[src/rtl/login_pkg.sv]
// login_pkg: shared state encoding, BCD limits and default passwords for the login sequencer.
package login_pkg;
  typedef enum logic [2:0] {
    S_IDLE,
    S_GUEST,
    S_ENTRY,
    S_CHECK,
    S_FAIL,
    S_LOCK,
    S_GRANT
  } state_t;
  localparam logic [3:0]  BCD_MAX   = 4'd9;
  localparam logic [15:0] DEF_PASS0 = 16'h1234;
  localparam logic [15:0] DEF_PASS1 = 16'h5678;
  localparam int          DIGITS    = 4;
  function automatic logic is_bcd(input logic [3:0] d);
    return d <= BCD_MAX;
  endfunction
endpackage

[src/rtl/bcd_entry_reg.sv]
// bcd_entry_reg: 4-digit BCD shift accumulator; non-BCD strobes are dropped and the count saturates when full.
module bcd_entry_reg
  import login_pkg::*;
(
  input  logic        clk,
  input  logic        rst,
  input  logic        i_clr,
  input  logic        i_en,
  input  logic [3:0]  i_digit,
  input  logic        i_valid,
  output logic [15:0] o_value,
  output logic [2:0]  o_count,
  output logic        o_full,
  output logic        o_last
);
  logic [15:0] r_value;
  logic [2:0]  r_count;
  logic        w_take;
  assign o_full  = r_count == 3'(DIGITS);
  assign w_take  = i_en && i_valid && is_bcd(i_digit) && !o_full;
  assign o_last  = w_take && r_count == 3'(DIGITS - 1);
  assign o_value = r_value;
  assign o_count = r_count;
  always_ff @(posedge clk or posedge rst) begin
    if (rst) begin
      r_value <= '0;
      r_count <= '0;
    end else if (i_clr) begin
      r_value <= '0;
      r_count <= '0;
    end else if (w_take) begin
      r_value <= {r_value[11:0], i_digit};
      r_count <= r_count + 3'd1;
    end
  end
endmodule

[src/rtl/login_sequencer.sv]
// login_sequencer: guest/password session FSM with two stored users, failed-attempt counting and timed lockout.
module login_sequencer
  import login_pkg::*;
#(
  parameter logic [15:0] PASS0       = DEF_PASS0,
  parameter logic [15:0] PASS1       = DEF_PASS1,
  parameter int          MAX_TRIES   = 3,
  parameter int          LOCK_CYCLES = 1000
) (
  input  logic       clk,
  input  logic       rst,
  input  logic       pw_mode,
  input  logic       start,
  input  logic [3:0] digit_in,
  input  logic       digit_valid,
  output logic       busy,
  output logic [2:0] digit_count,
  output logic       access_granted,
  output logic       user_id,
  output logic       guest,
  output logic       bad_pw,
  output logic       locked,
  output logic [1:0] fail_count
);
  localparam int CW = $clog2(LOCK_CYCLES);
  state_t          r_state, w_next;
  logic [CW-1:0]   r_lock_cnt, w_lock_cnt;
  logic            r_busy, r_granted, r_user, r_guest, r_bad, r_locked;
  logic [1:0]      r_fail, w_fail, w_fail_inc;
  logic            w_busy, w_granted, w_user, w_guest, w_bad, w_locked;
  logic [15:0]     w_value;
  logic            w_full, w_last, w_clr;
  logic            w_match0, w_match1, w_match, w_lock_done;
  assign w_match0    = w_value == PASS0;
  assign w_match1    = w_value == PASS1;
  assign w_match     = w_match0 || w_match1;
  assign w_lock_done = r_lock_cnt == '0;
  assign w_fail_inc  = r_fail + 2'd1;
  // Digits are wiped when a password session opens, after a miss, and when lockout expires.
  assign w_clr = (r_state == S_IDLE && start && pw_mode) ||
                 (r_state == S_CHECK && !w_match) ||
                 (r_state == S_LOCK && w_lock_done);
  bcd_entry_reg u_entry (
    .clk     (clk),
    .rst     (rst),
    .i_clr   (w_clr),
    .i_en    (r_state == S_ENTRY),
    .i_digit (digit_in),
    .i_valid (digit_valid),
    .o_value (w_value),
    .o_count (digit_count),
    .o_full  (w_full),
    .o_last  (w_last)
  );
  always_ff @(posedge clk or posedge rst) begin
    if (rst) begin
      r_state    <= S_IDLE;
      r_lock_cnt <= '0;
      r_busy     <= 1'b0;
      r_granted  <= 1'b0;
      r_user     <= 1'b0;
      r_guest    <= 1'b0;
      r_bad      <= 1'b0;
      r_locked   <= 1'b0;
      r_fail     <= '0;
    end else begin
      r_state    <= w_next;
      r_lock_cnt <= w_lock_cnt;
      r_busy     <= w_busy;
      r_granted  <= w_granted;
      r_user     <= w_user;
      r_guest    <= w_guest;
      r_bad      <= w_bad;
      r_locked   <= w_locked;
      r_fail     <= w_fail;
    end
  end
  always_comb begin
    w_next = r_state;
    case (r_state)
      S_IDLE:  w_next = start ? (pw_mode ? S_ENTRY : S_GUEST) : S_IDLE;
      S_ENTRY: w_next = w_last ? S_CHECK : S_ENTRY;
      S_CHECK: w_next = w_match ? S_GRANT : (w_fail_inc == 2'(MAX_TRIES)) ? S_LOCK : S_FAIL;
      S_FAIL:  w_next = S_ENTRY;
      S_LOCK:  w_next = w_lock_done ? S_ENTRY : S_LOCK;
      default: w_next = r_state;
    endcase
  end
  // Outputs are registered from the next state so they line up with the state they describe.
  always_comb begin
    w_busy     = w_next inside {S_ENTRY, S_CHECK, S_FAIL, S_LOCK};
    w_granted  = w_next == S_GRANT;
    w_guest    = w_next == S_GUEST;
    w_locked   = w_next == S_LOCK;
    w_bad      = r_state == S_CHECK && !w_match;
    w_user     = (r_state == S_CHECK) ? (!w_match0 && w_match1) : r_user;
    w_fail     = (r_state == S_CHECK) ? (w_match ? 2'd0 : w_fail_inc) :
                 (r_state == S_LOCK && w_lock_done) ? 2'd0 : r_fail;
    w_lock_cnt = (r_state == S_CHECK) ? CW'(LOCK_CYCLES - 1) :
                 (r_state == S_LOCK && !w_lock_done) ? r_lock_cnt - CW'(1) : r_lock_cnt;
  end
  assign busy           = r_busy;
  assign access_granted = r_granted;
  assign user_id        = r_user;
  assign guest          = r_guest;
  assign bad_pw         = r_bad;
  assign locked         = r_locked;
  assign fail_count     = r_fail;
endmodule
[config.mk]
export PLATFORM = sky130hd
export DESIGN_NAME = login_sequencer
export DESIGN_NICKNAME = d
export VERILOG_FILES = /design/src/rtl/login_pkg.sv /design/src/rtl/bcd_entry_reg.sv /design/src/rtl/login_sequencer.sv
export SDC_FILE = /design/constraint.sdc
export NUM_CORES = 1
export LEC_CHECK = 0
export CORE_ASPECT_RATIO = 1.4
export CORE_MARGIN = 3
export CORE_UTILIZATION = 60
export DETAILED_ROUTE_END_ITERATION = 6
export PLACE_DENSITY_LB_ADDON = 0.3
export SYNTH_ARGS = -nofsm -noshare
export SYNTH_HDL_FRONTEND = slang
export SYNTH_SLANG_ARGS = --single-unit
[constraint.sdc]
create_clock -name clk -period 3.1 [get_ports clk]
set_input_delay 0.465 -clock clk [delete_from_list [all_inputs] [get_ports clk]]
set_output_delay 0.465 -clock clk [all_outputs]
set_load 0.01 [all_outputs]
# Word-level counts from Yosys, hierarchy flattened
# Cells that the tools add are included.
totals:
  reg_bits: 40
  latch_bits: 0
  ramBits: 0
  romBits: 0
  input_bits: 9
  output_inout_bits: 11
  word_cells: 69
  memories: 0
op_classes:
  n_addsub: 3
  multipliers: 0
  div: 0
  n_lt_le_gt_ge: 1
  eq_ne: 15
  n_shift: 0
  mux: 16
  bitwise: 0
  reduce_logical: 23
ops:
  columns: ["cell", "count"]
  rows:
  - ["16-bit two-way mux", 2]
  - ["10-bit two-way mux", 2]
  - ["3-bit equality test, second input constant", 6]
  - ["16-bit by 13-bit equality test with 1-bit output, second input constant", 1]
  - ["16-bit by 15-bit equality test with 1-bit output, second input constant", 1]
  - ["3-bit by 2-bit equality test with 1-bit output, second input constant", 5]
  - ["3-bit one-hot mux with 5 select lines", 1]
  - ["2-bit two-way mux", 6]
  - ["1-bit logical AND", 10]
  - ["10-bit logical NOT", 1]
  - ["10-bit by 1-bit subtractor with 10-bit output, second input constant", 1]
  - ["3-bit two-way mux", 3]
  - ["2-bit nonzero test", 3]
  - ["4-bit less-or-equal comparator, second input constant", 1]
  - ["1-bit logical NOT", 4]
  - ["4-bit nonzero test", 1]
  - ["3-bit by 1-bit adder with 3-bit output, second input constant", 1]
  - ["3-bit by 1-bit equality test with 1-bit output, second input constant", 1]
  - ["3-bit logical NOT", 1]
  - ["1-bit logical OR", 3]
  - ["2-bit by 1-bit adder with 2-bit output, second input constant", 1]
  - ["2-bit equality test, second input constant", 1]
  - ["1-bit two-way mux", 2]

# Longest topological paths before layout
# Gate-level depths: netlist of the first run.
depth:
  word_depth: 9
  mapped_depth: 8

# Hierarchy
# Synthesis of the first run repeated with hierarchy kept, for this count alone.
hier_totals:
  cells_unflattened: 205
  area_unflattened_um2: 2093.3
modules_own_cells:
  columns: ["module", "instances", "cells_each", "area_each_um2", "seq_area_each_um2"]
  rows:
  - ["login_sequencer", 1, 125, 1144.8, 525.5]
  - ["bcd_entry_reg", 1, 80, 948.4, 475.5]

# Worst setup path before layout of the first run
# OpenSTA, ideal clock, no wires.
synth_path:
  path_kind: "register to register"
  start: "register r_lock_cnt[2]"
  end: "register u_entry.r_count[0] (netlist: u_entry.o_count[0])"
  setup_ps: 119
  arrival_ps: 1594
  required_time_ps: 2981
  slack_ps: 1388
  path_stages_with_launch: 8
  n_path_buf: 2
  period_less_slack_ps: 1712
  cell_sequence: "dfrtp_1 -> nor4_2 -> and3_1 -> buf_2 -> a31oi_1 -> o21bai_4 -> buf_6 -> nor2_1"
synth_via:
  elab_chain_len: 4
  elab_cells_between_ends: 5
  cone_classes: "mux: 1; reduce/logical: 4"
synth_lines:
  columns: ["item", "line", "text"]
  rows:
  - ["start: declaration", "login_sequencer.sv:27", "logic [CW-1:0] r_lock_cnt, w_lock_cnt;"]
  - ["start signal: assignment", "login_sequencer.sv:68", "r_lock_cnt <= w_lock_cnt;"]
  - ["10-bit logical NOT *", "login_sequencer.sv:37", "assign w_lock_done = r_lock_cnt == '0;"]
  - ["1-bit logical AND *", "login_sequencer.sv:42", "(r_state == S_LOCK && w_lock_done);"]
  - ["1-bit logical OR *", "login_sequencer.sv:41", "(r_state == S_CHECK && !w_match) ||"]
  - ["3-bit two-way mux / 2-bit nonzero test (equally long branches)", null, null]
  - ["end signal: assignment", "bcd_entry_reg.sv:33", "r_count <= r_count + 3'd1;"]
  - ["end: declaration", "bcd_entry_reg.sv:17", "logic [2:0] r_count;"]
# Mark *: on every way between the ends. The rest lies on a longest branch, timed or not.
# A chain may end at the register's enable or synchronous reset.

# Worst setup path in the final report of the first run
layout_path:
  start: "register r_state[1]"
  end: "register r_lock_cnt[9]"
layout_via:
  elab_chain_len: 3
  elab_cells_between_ends: 5
  cone_classes: "eq/ne: 2; mux: 1; reduce/logical: 2"
layout_lines:
  columns: ["item", "line", "text"]
  rows:
  - ["start: declaration", "login_sequencer.sv:26", "state_t r_state, w_next;"]
  - ["start signal: assignment", "login_sequencer.sv:67", "r_state <= w_next;"]
  - ["3-bit equality test", "login_sequencer.sv:100", "(r_state == S_LOCK && !w_lock_done) ? r_lock_cnt - CW'(1) : r_lock_cnt;"]
  - ["1-bit logical AND", "login_sequencer.sv:100", null]
  - ["2-bit nonzero test (no line)", null, null]
# Several ways; a longest one is shown, not always the timed one.

==> flow_summary_export.csv, run 1 <==
group,metric,value,unit
run_status,status,"completed",
clock_network,cts_buffer_depth,2,
synthesis,syn_area_per_cell,10.47,um^2
power_and_ir_drop,combPwrFrac,24.4,%
global_route,antenna_found_initial,0,
power_and_ir_drop,p_int,1.044,mW
finish,area_growth,16.65,%
power_and_ir_drop,seqPwrFrac,48.3,%
setup_path,path_max_fanout,12,
power_and_ir_drop,p_sw,475.5,uW
global_route,grt_pass1_vias,1480,
run,drv_cap,0,
setup_path,startpoint_type,"flop",
route,drtPass1Iterations,4,
min_path,hold_path_class,"reg -> reg",
placement,dp_hpwl,2741,um
synthesis,synth-seq-area-share,51.41,%
clock_network,path_clk_slew,0.08,ns
route,wl_per_cell,15.17,um
setup_path,worstSetupPathType,"reg -> reg",
power_and_ir_drop,power.density,669.0,nW/um^2
synthesis,synth_ff_type,"dfrtp_1",
clock_network,cts-root-buf,"clkbuf_8",
synthesis,syn_inst,186,
floorplan,fp-row-count,23,
floorplan,fp.dieW,54.14,um
route,vias_per_cell,5.764,
floorplan,die_h,73.40,um
sta,worstMarginPinSlew,0.8991,ns
clock_network,clock_latency,0.30,ns
power_and_ir_drop,vdd_drop_max,519.9,uV
route,num_vias,1418,
synthesis,ys_types,41,
setup_path,endpoint_kind,"flop",
route,ant_nets,0,
clock_network,post_cts_buffers,0,
min_path,min_from,"fail_count[0]$_DFFE_PP0P_",
setup_path,cp.arrival,2.25,ns
clock_network,cts_resized,0,
synthesis,synth_seq_cells,40,
sta,fmax,479.0,MHz
sta,fin_skew,0.008948,ns
setup_path,required,3.26,ns
finish,design_area,2271,um^2
global_route,grt_util_all_layers,23.15,%
global_route,grt.overflow.total,0,
floorplan,io_pins,20,
clock_network,clkSinkCount,40,
route,route.detailed.drc,0,
sta,min_period_over_period,67.35,%
sta,finalSetupViolations,0,
sta,relSlewSlack,39.99,%
placement,routabilityCongestion,0.7883,
sta,maxSlewViolCount,0,
global_route,grt_pass1_wl,6658,um
power_and_ir_drop,p_leak,1.139,nW
global_route,grt_max_degree,25,
setup_path,reg2reg_from,"r_state[1]$_DFF_PP0_",
floorplan,core-area,2993,um^2
floorplan,die_area,3974,um^2
power_and_ir_drop,p_clk_share,27.3,%
finish,layout-drive-gt1-share,6.699,%
synthesis,synth_nets,200,
route,first_iter_violations,36,
power_and_ir_drop,swShare,31.30,%
clock_network,cts_buffers,5,
floorplan,start_util,65.05,%
synthesis,yosysWarnings,0,
placement,port_buffers,19,
synthesis,syn-cell-area,1947,um^2
sta,hold_viol,0,
clock_network,postCtsHoldBufs,0,
placement,placed_area,2163,um^2
sta,finalSetupTns,0,ns
clock_network,cts-htree-levels,2,
finish,nNetsFinal,222,
setup_path,crit_path_start,"r_state[1]$_DFF_PP0_",
synthesis,synthArstFlopShare,100.0,%
finish,antenna_cells,0,
sta,rsz0062_at_grt,"no",
clock_network,cts_tree,"done",
sta,period_needed,2.088,ns
synthesis,synth_edf_count,0,
route,wirelength,3733,um
logic make-up (layout without fill, tap and decap cells):
logic type                 Yosys count  in the layout  share of synthesized area, %
xor gates and xnor gates             6              6                         2.699
DFF                                 40             40                         51.41
adders and majority gates            5              5                         3.213
muxes                               18             18                         9.254
buffers and inverters               20             43                         4.692
AOI/OAI and AO/OA                   30             30                         10.86
and+or+nand+nor                     67             67                         17.87
path summary, 6_finish.rpt:
check / to / slack [ns] / cells after the start
setup reg to reg: r_lock_cnt[9]$_DFFE_PP0P_ / 1.01 / 4
hold reg to reg: fail_count[0]$_DFFE_PP0P_ / 0.52 / 1
max in group asynchronous: u_entry.o_value[6]$_DFFE_PP0P_ / 1.76 / 3
hold / removal: fail_count[0]$_DFFE_PP0P_ / 0.52 / 1
setup / recovery: r_lock_cnt[9]$_DFFE_PP0P_ / 1.01 / 4
min in group asynchronous: r_lock_cnt[9]$_DFFE_PP0P_ / 0.66 / 2
flip-flops by register name, indices dropped and copies added (netlist names):
signal / cells
locked: 1
u_entry.o_count: 3
bad_pw: 1
u_entry.o_value: 16
r_state: 3
access_granted: 1
user_id: 1
guest: 1
r_lock_cnt: 10
busy: 1
fail_count: 2
synth_stat cells, drive strengths merged, types with 2 or more instances:
library cell | count | area (um^2)
a211oi | 3 | 22.52
a21boi | 2 | 15.01
a21oi | 5 | 25.02
a31oi | 2 | 12.51
a32oi | 2 | 17.52
and2 | 2 | 12.51
and3 | 5 | 31.28
buf | 6 | 38.79
dfrtp | 40 | 1001
ha | 5 | 62.56
inv | 13 | 48.80
mux2i | 18 | 180.2
nand2 | 9 | 33.78
nand2b | 2 | 12.51
nand4 | 2 | 12.51
nor2 | 28 | 105.1
nor3 | 5 | 25.02
nor3b | 2 | 15.01
nor4 | 4 | 37.53
o21a | 2 | 15.01
o21ai | 8 | 40.04
xnor2 | 5 | 43.79
power groups by stage:
| stage | Sequential, mW | Combinational, mW | Clock [mW] |
|---|---|---|---|
| detailed placement | 0.742 | 0.368 | 0 |
| global placement | 0.732 | 0.345 | 0 |
| floorplan | 0.727 | 0.239 | 0 |
| global route | 0.746 | 0.421 | 0.444 |
| CTS | 0.733 | 0.375 | 0.418 |
| finish | 0.734 | 0.371 | 0.415 |
per-stage QoR:
step	hold WS [ns]	setup slack [ns]	total power, mW	utilization, %	instances
2_1_floorplan	0.4817	1.388	0.9657	-	186
5_1_grt	0.5654	0.8441	1.611	75.88	246
6_report	0.5225	1.012	1.519	75.88	246
3_5_place_dp	0.5138	0.9706	1.110	72.28	238
4_1_cts	0.5304	1.080	1.525	75.88	246
3_3_place_gp	0.4925	1.083	1.077	72.28	238
layer usage:
metal | global-route usage, % | share of wire [%] | vias up
li1 | - | - | 691
met1 | 26.25 | 41 | 696
met2 | 39.81 | 55 | 24
met3 | 7.302 | 3.5 | 7
met4 | 8.033 | 1.0 | 0
met5 | 0 | 0 | -
cells in the final DEF, fill, tap and decap left out, types with 3 or more instances in the layout:
master           instances
a211oi_1                 3
a21oi_1                  5
and3_1                   5
buf_4                    3
clkbuf_8                 5
clkdlybuf4s50_1         19
dfrtp_1                 40
ha_1                     5
inv_1                   13
mux2i_1                 18
nand2_1                  9
nor2_1                  28
nor3_1                   5
o21ai_0                  8
xnor2_1                  5
worst max-delay path, cell delays in order (launching register included):
cell      delay, ns
dfrtp_1        0.53
nand3b_1       0.32
a311oi_1       0.77
and3_1         0.26
o21ai_0        0.07
cell type report:
class / instances / area, um^2
Clock inverter: 2 / 35.03
Multi-Input combinational cell: 126 / 854.6
Clock buffer: 6 / 72.57
Timing Repair Buffer: 22 / 212.7
Sequential cell: 40 / 1001
Tap cell: 37 / 46.29
Fill cell: 219 / 721.9
Inverter: 13 / 48.80
Note: power is estimated with default switching activity, not from simulation.
==> run 2: changes to the inputs <==
--- a/config.mk
+++ b/config.mk
@@ -7,7 +7,7 @@
 export LEC_CHECK = 0
 export CORE_ASPECT_RATIO = 1.4
 export CORE_MARGIN = 3
-export CORE_UTILIZATION = 60
+export CORE_UTILIZATION = 50
 export DETAILED_ROUTE_END_ITERATION = 6
 export PLACE_DENSITY_LB_ADDON = 0.3
 export SYNTH_ARGS = -nofsm -noshare
==> constraint.sdc (replaced) <==
create_clock -name clk -period 1.7 [get_ports clk]
set_input_delay 0.255 -clock clk [delete_from_list [all_inputs] [get_ports clk]]
set_output_delay 0.255 -clock clk [all_outputs]
set_load 0.01 [all_outputs]
==> run 2 against run 1 <==
Against the previous run:
- the run now ends with setup timing left
- first-iteration DRC count grew 8.3%
- die area is 18% higher
- cell area up 12%
- combinational power increased by 150%
- non-clock buffer count increased by 24
- power is 87% higher
- critical path depth is 2 higher
- sequential share of layout area decreased by 4.6 points
- wire length increased by 8.8%
- largest cell class unchanged
==> flow_summary_export.csv, run 2 (same netlist as run 1, synthesis figures left out) <==
group,metric,value,unit
run_status,status,"finished with violations",
run_status,violations,"setup timing",
setup_path,reg2reg_slack,-0.05,ns
global_route,antenna_found_initial,0,
floorplan,core-area,3709,um^2
power_and_ir_drop,p_leak,1.267,nW
route,ant_nets,0,
setup_path,path_max_fanout,19,
floorplan,start_util,52.50,%
setup_path,worst-path-buf-inv,1,
route,first_iter_violations,39,
setup_path,crit_chain,"or4b_1 -> mux2i_2 -> a21oi_2 -> o21bai_4 -> buf_12 -> nor2_1",
floorplan,die_area,4689,um^2
finish,layout_commonest_cell,"dfrtp_1",
power_and_ir_drop,p_total,2.846,mW
clock_network,clock_latency,0.30,ns
sta,finalSetupViolations,20,
global_route,grt_pass1_wl,6858,um
setup_path,reg2reg_depth,6,
finish,layout-drive-gt1-share,22.84,%
route,wl_per_cell,14.82,um
global_route,grt_pass1_vias,1535,
power_and_ir_drop,power.density,1122,nW/um^2
placement,dp_hpwl,2905,um
min_path,hold_path_class,"in -> async",
floorplan,io_pins,20,
route,route.detailed.drc,0,
floorplan,fp-row-count,26,
setup_path,worstSetupEndpoint,"u_entry.o_value[8]$_DFFE_PP0P_",
setup_path,crit_path_start,"u_entry.o_value[10]$_DFFE_PP0P_",
setup_path,cp_top_family,"simple AND/OR/NAND/NOR gates",
clock_network,path_clk_slew,0.07,ns
finish,antenna_cells,0,
sta,min_period_over_period,103.2,%
route,drtPass1Iterations,4,
floorplan,die_h,79.83,um
sta,period_needed,1.754,ns
sta,hold_viol,0,
sta,setup_ws,-0.05368,ns
setup_path,critical_path_depth,6,
sta,fin_skew,0.007615,ns
finish,nNetsFinal,246,
global_route,grt_max_degree,41,
run,drv_cap,0,
setup_path,startpoint_type,"flop",
setup_path,required,1.92,ns
setup_path,worstSetupPathType,"reg -> reg",
route,num_vias,1485,
global_route,grt_util_all_layers,18.99,%
setup_path,crit_path_max_incr_delay,0.54,ns
sta,fmax,570.2,MHz
route,vias_per_cell,5.420,
placement,port_buffers,19,
setup_path,reg2reg_from,"u_entry.o_value[10]$_DFFE_PP0P_",
finish,area_growth,30.27,%
clock_network,cts_tree,"done",
clock_network,cts_buffers,5,
clock_network,cts_buffer_depth,2,
setup_path,cp.arrival,1.98,ns
route,wirelength,4060,um
clock_network,clkSinkCount,40,
sta,maxSlewViolCount,0,
finish,utilization,68.39,%
sta,rsz0062_at_grt,"yes",
sta,relSlewSlack,66.65,%
clock_network,cts-root-buf,"clkbuf_8",
sta,worstMarginPinSlew,0.5003,ns
finish,largest_register_ffs,16,
setup_path,endpoint_kind,"flop",
clock_network,cts-htree-levels,2,
setup_path,timing.rr.end,"u_entry.o_value[8]$_DFFE_PP0P_",
sta,finalSetupTns,-0.8341,ns
global_route,grt.overflow.total,0,
setup_path,slowest_stage,"or4b_1",
floorplan,fp.dieW,58.74,um
placement,routabilityCongestion,0.7252,
finish,layout_common_cells,"dfrtp_1, buf_4, nor2_1",
power_and_ir_drop,vdd_drop_max,911.4,uV
-- run 2: how the worst min path moves through the flow --
stage	start	end	slack, ns	cells past startpoint
global placement	fail_count[1]$_DFFE_PP0P_	fail_count[1]$_DFFE_PP0P_	0.49	2
floorplan	digit_in[0]	u_entry.o_value[0]$_DFFE_PP0P_	0.41	2
finish	rst	r_lock_cnt[2]$_DFFE_PP0P_	0.37	3
CTS	rst	r_lock_cnt[2]$_DFFE_PP0P_	0.39	3
detailed placement	user_id$_DFFE_PP0P_	user_id$_DFFE_PP0P_	0.51	1
global route	rst	r_lock_cnt[2]$_DFFE_PP0P_	0.44	3
-- run 2: area by class of cell --
type | instances | area [um^2]
clock buffer | 6 | 72.57
clock inverter | 1 | 5.005
fill | 285 | 1172
inverter | 13 | 48.80
multi-input combinational | 126 | 938.4
sequential | 40 | 1001
tap | 42 | 52.55
timing repair buffer | 46 | 417.9
-- run 2: where the power goes --
part,switching [mW],leakage [nW],internal [mW]
Combinational,0.447,0.708,0.478
Clock,0.320,0.0410,0.279
Sequential,0.183,0.518,1.14
Total,0.951,1.27,1.89
-- run 2: repair_timing --
action,CTS,global route
pin swaps,6,3
setup buffers,3,2
hold buffers,0,0
endpoints found under the setup margin,22,31
resized for setup,8,12
-- run 2: metrics by stage --
step | std cells | cell area [um^2] | setup slack [ns] | hold WS [ns]
2_1_floorplan | 186 | 1956 | 0.01042 | 0.4080
3_3_place_gp | 263 | 2351 | -0.008139 | 0.4924
3_5_place_dp | 263 | 2351 | -0.07891 | 0.5094
4_1_cts | 272 | 2475 | -0.05642 | 0.3927
5_1_grt | 274 | 2536 | -0.1090 | 0.4360
6_report | 274 | 2536 | -0.05368 | 0.3732
-- run 2: worst register-to-register path: stages, from the launching register on --
cell and delay [ns]:
dfrtp_1 0.38, or4b_1 0.54, mux2i_2 0.20, a21oi_2 0.11, o21bai_4 0.19, buf_12 0.16
nor2_1 0.11
-- run 2: routing by layer --
| layer | routed length [um] | vias up | GRT usage (%) |
|---|---|---|---|
| met3 | 108 | 2 | 3.883 |
| met1 | 1664 | 727 | 21.75 |
| met5 | 0 | - | 0 |
| met4 | 29 | 0 | 4.762 |
| met2 | 2257 | 17 | 34.96 |
| li1 | - | 739 | - |
==> run 3: changes to the inputs <==
--- a/config.mk
+++ b/config.mk
@@ -7,7 +7,8 @@
 export LEC_CHECK = 0
 export CORE_ASPECT_RATIO = 1.4
 export CORE_MARGIN = 3
-export CORE_UTILIZATION = 50
+export CORE_UTILIZATION = 53
+export CTS_BUF_LIST = sky130_fd_sc_hd__clkbuf_4 sky130_fd_sc_hd__clkbuf_8
 export DETAILED_ROUTE_END_ITERATION = 6
 export PLACE_DENSITY_LB_ADDON = 0.3
 export SYNTH_ARGS = -nofsm -noshare
==> run 3 against run 2 <==
Against the previous run:
- the flow still finishes with violations (setup timing)
- critical path type unchanged
- highest routed layer unchanged
- clock power about the same
- sequential cell count unchanged
- critical path depth unchanged
==> flow_summary_export.csv, run 3 (same netlist as run 1, synthesis figures left out) <==
group,metric,value,unit
route,vias_per_cell,5.863,
floorplan,start_util,56.58,%
clock_network,clkSinkCount,40,
finish,antenna_cells,0,
setup_path,endpoint_kind,"flop",
sta,finalSetupViolations,21,
power_and_ir_drop,power.density,1146,nW/um^2
floorplan,fp-row-count,25,
floorplan,core-area,3441,um^2
floorplan,fp.dieW,57.23,um
sta,period_needed,1.766,ns
sta,maxSlewViolCount,0,
global_route,grt_pass1_wl,7576,um
setup_path,reg2reg_depth,6,
finish,fin_cells,271,
finish,ff_latch_area,1001,um^2
global_route,grt_use_met1,24.13,%
setup_path,reg2reg_slack,-0.07,ns
global_route,grt_max_degree,41,
setup_path,slowest_stage,"or4b_4",
clock_network,cts_tree,"done",
power_and_ir_drop,vdd_drop_max,886.9,uV
finish,area_growth,34.25,%
global_route,grt_util_all_layers,22.18,%
clock_network,cts_buffers,5,
clock_network,cts-htree-levels,2,
sta,worstMarginPinSlew,0.5579,ns
floorplan,die_area,4447,um^2
sta,setup_ws,-0.06569,ns
clock_network,path_clk_slew,0.07,ns
clock_network,cts-root-buf,"clkbuf_8",
setup_path,cp_top_family,"simple AND/OR/NAND/NOR gates",
placement,pre_cts_slack,-0.1393,ns
global_route,antenna_found_initial,0,
placement,port_buffers,19,
route,wl_per_cell,16.65,um
floorplan,die_h,77.71,um
run_status,violations,"setup timing",
finish,fill_cells,230,
finish,largest_register_ffs,16,
setup_path,crit_chain,"or4b_4 -> mux2i_4 -> a21oi_2 -> o21bai_4 -> buf_12 -> nor2_2",
clock_network,clock_latency,0.29,ns
run,drv_cap,0,
route,num_vias,1589,
clock_network,cts_buffer_depth,2,
run_status,status,"finished with violations",
finish,layout_commonest_cell,"dfrtp_1",
floorplan,io_pins,20,
min_path,hold_path_class,"in -> async",
finish,layout_common_cells,"dfrtp_1, buf_4, clkdlybuf4s50_1",
global_route,met2_usage,39.47,%
setup_path,cp.arrival,1.98,ns
global_route,grt_pass1_vias,1664,
setup_path,timing.rr.end,"u_entry.o_value[3]$_DFFE_PP0P_",
global_route,grtUsageMet3,5.824,%
placement,dp_hpwl,3098,um
sta,min_period_over_period,103.9,%
global_route,grt.overflow.total,0,
setup_path,worstSetupPathType,"reg -> reg",
finish,multiInputGateArea,1025,um^2
setup_path,startpoint_type,"flop",
route,ant_nets,0,
sta,fmax,566.4,MHz
placement,routabilityCongestion,0.8525,
setup_path,reg2reg_from,"u_entry.o_value[6]$_DFFE_PP0P_",
clock_network,postCtsHoldBufs,0,
finish,layout-drive-gt1-share,29.87,%
route,wirelength,4511,um
global_route,top_usage_layer,"met2",
setup_path,required,1.91,ns
route,route.detailed.drc,0,
route,first_iter_violations,63,
sta,relSlewSlack,62.41,%
power_and_ir_drop,p_leak,1.278,nW
power_and_ir_drop,p_total,2.996,mW
route,drtPass1Iterations,4,
setup_path,crit_path_max_incr_delay,0.55,ns
sta,fin_skew,0.008368,ns
placement,place_inst,261,
setup_path,worst-path-buf-inv,1,
sta,rsz0062_at_grt,"yes",
finish,nNetsFinal,245,
setup_path,path_max_fanout,19,
sta,hold_viol,0,
sta,finalSetupTns,-0.7739,ns
==> run 3: changes by cell type in the layout (fill, tap and decap cells not counted), moves of 2 or more <==
cell      previous run  this run
nor2_2               3        13
buf_6                0         2
nor2_1              24        15
o21ai_0              7         5
buf_4               25        23
a21boi_1             2         0
==> run 3: per-layer routing <==
| layer | vias to the layer above | wire [um] |
|---|---|---|
| li1 | 737 | - |
| met1 | 799 | 1564 |
| met2 | 42 | 2684 |
| met3 | 11 | 167 |
| met4 | 0 | 95 |
| met5 | - | 0 |
==> run 3: tightest hold or removal path, delay by kind of cell <==
kind | cells | cell delay, ns
buffers and inverters | 3 | 0.87
==> run 3: worst max path at each step <==
stage	start	end	slack, ns	cells after the start
2_1_floorplan	r_lock_cnt[5]$_DFFE_PP0P_	u_entry.o_count[0]$_DFFE_PP0P_	0.01	7
3_3_place_gp	digit_in[2]	locked$_DFF_PP0_	-0.03	6
3_5_place_dp	u_entry.o_value[3]$_DFFE_PP0P_	locked$_DFF_PP0_	-0.14	5
4_1_cts	u_entry.o_value[10]$_DFFE_PP0P_	locked$_DFF_PP0_	-0.06	6
5_1_grt	u_entry.o_value[6]$_DFFE_PP0P_	u_entry.o_value[15]$_DFFE_PP0P_	-0.14	6
6_report	u_entry.o_value[6]$_DFFE_PP0P_	u_entry.o_value[3]$_DFFE_PP0P_	-0.07	6
==> run 3: metrics by stage <==
step,util (%),cell area [um^2],hold slack (ns)
after global routing,75.96,2614,0.4129
after CTS,72.76,2504,0.4003
after global placement,67.89,2336,0.4953
final,75.96,2614,0.3908
after floorplan,-,1956,0.4080
after detailed placement,67.89,2336,0.5144
==> run 3: repair_timing <==
| action | CTS | global route |
|---|---|---|
| resized for setup | 22 | 23 |
| setup buffers | 4 | 1 |
| endpoints found under the setup margin | 27 | 33 |
| pin swaps | 7 | 5 |
==> run 3: cell type report <==
type                    count  share of cell area, %
inverters                  13                  1.963
well taps                  40                  1.915
clock inverters             1                 0.1915
clock buffers               6                  2.920
repair buffers             45                  15.51
flip-flops and latches     40                  38.30
multi-input cells         126                  39.21
==> run 3: power breakdown <==
group          switching, mW  leakage [nW]  total, mW  internal, mW
clock                  0.301        0.0445      0.596         0.295
sequential             0.182         0.518       1.32          1.14
combinational          0.538         0.715       1.08         0.542
total                   1.02          1.28       3.00          1.97
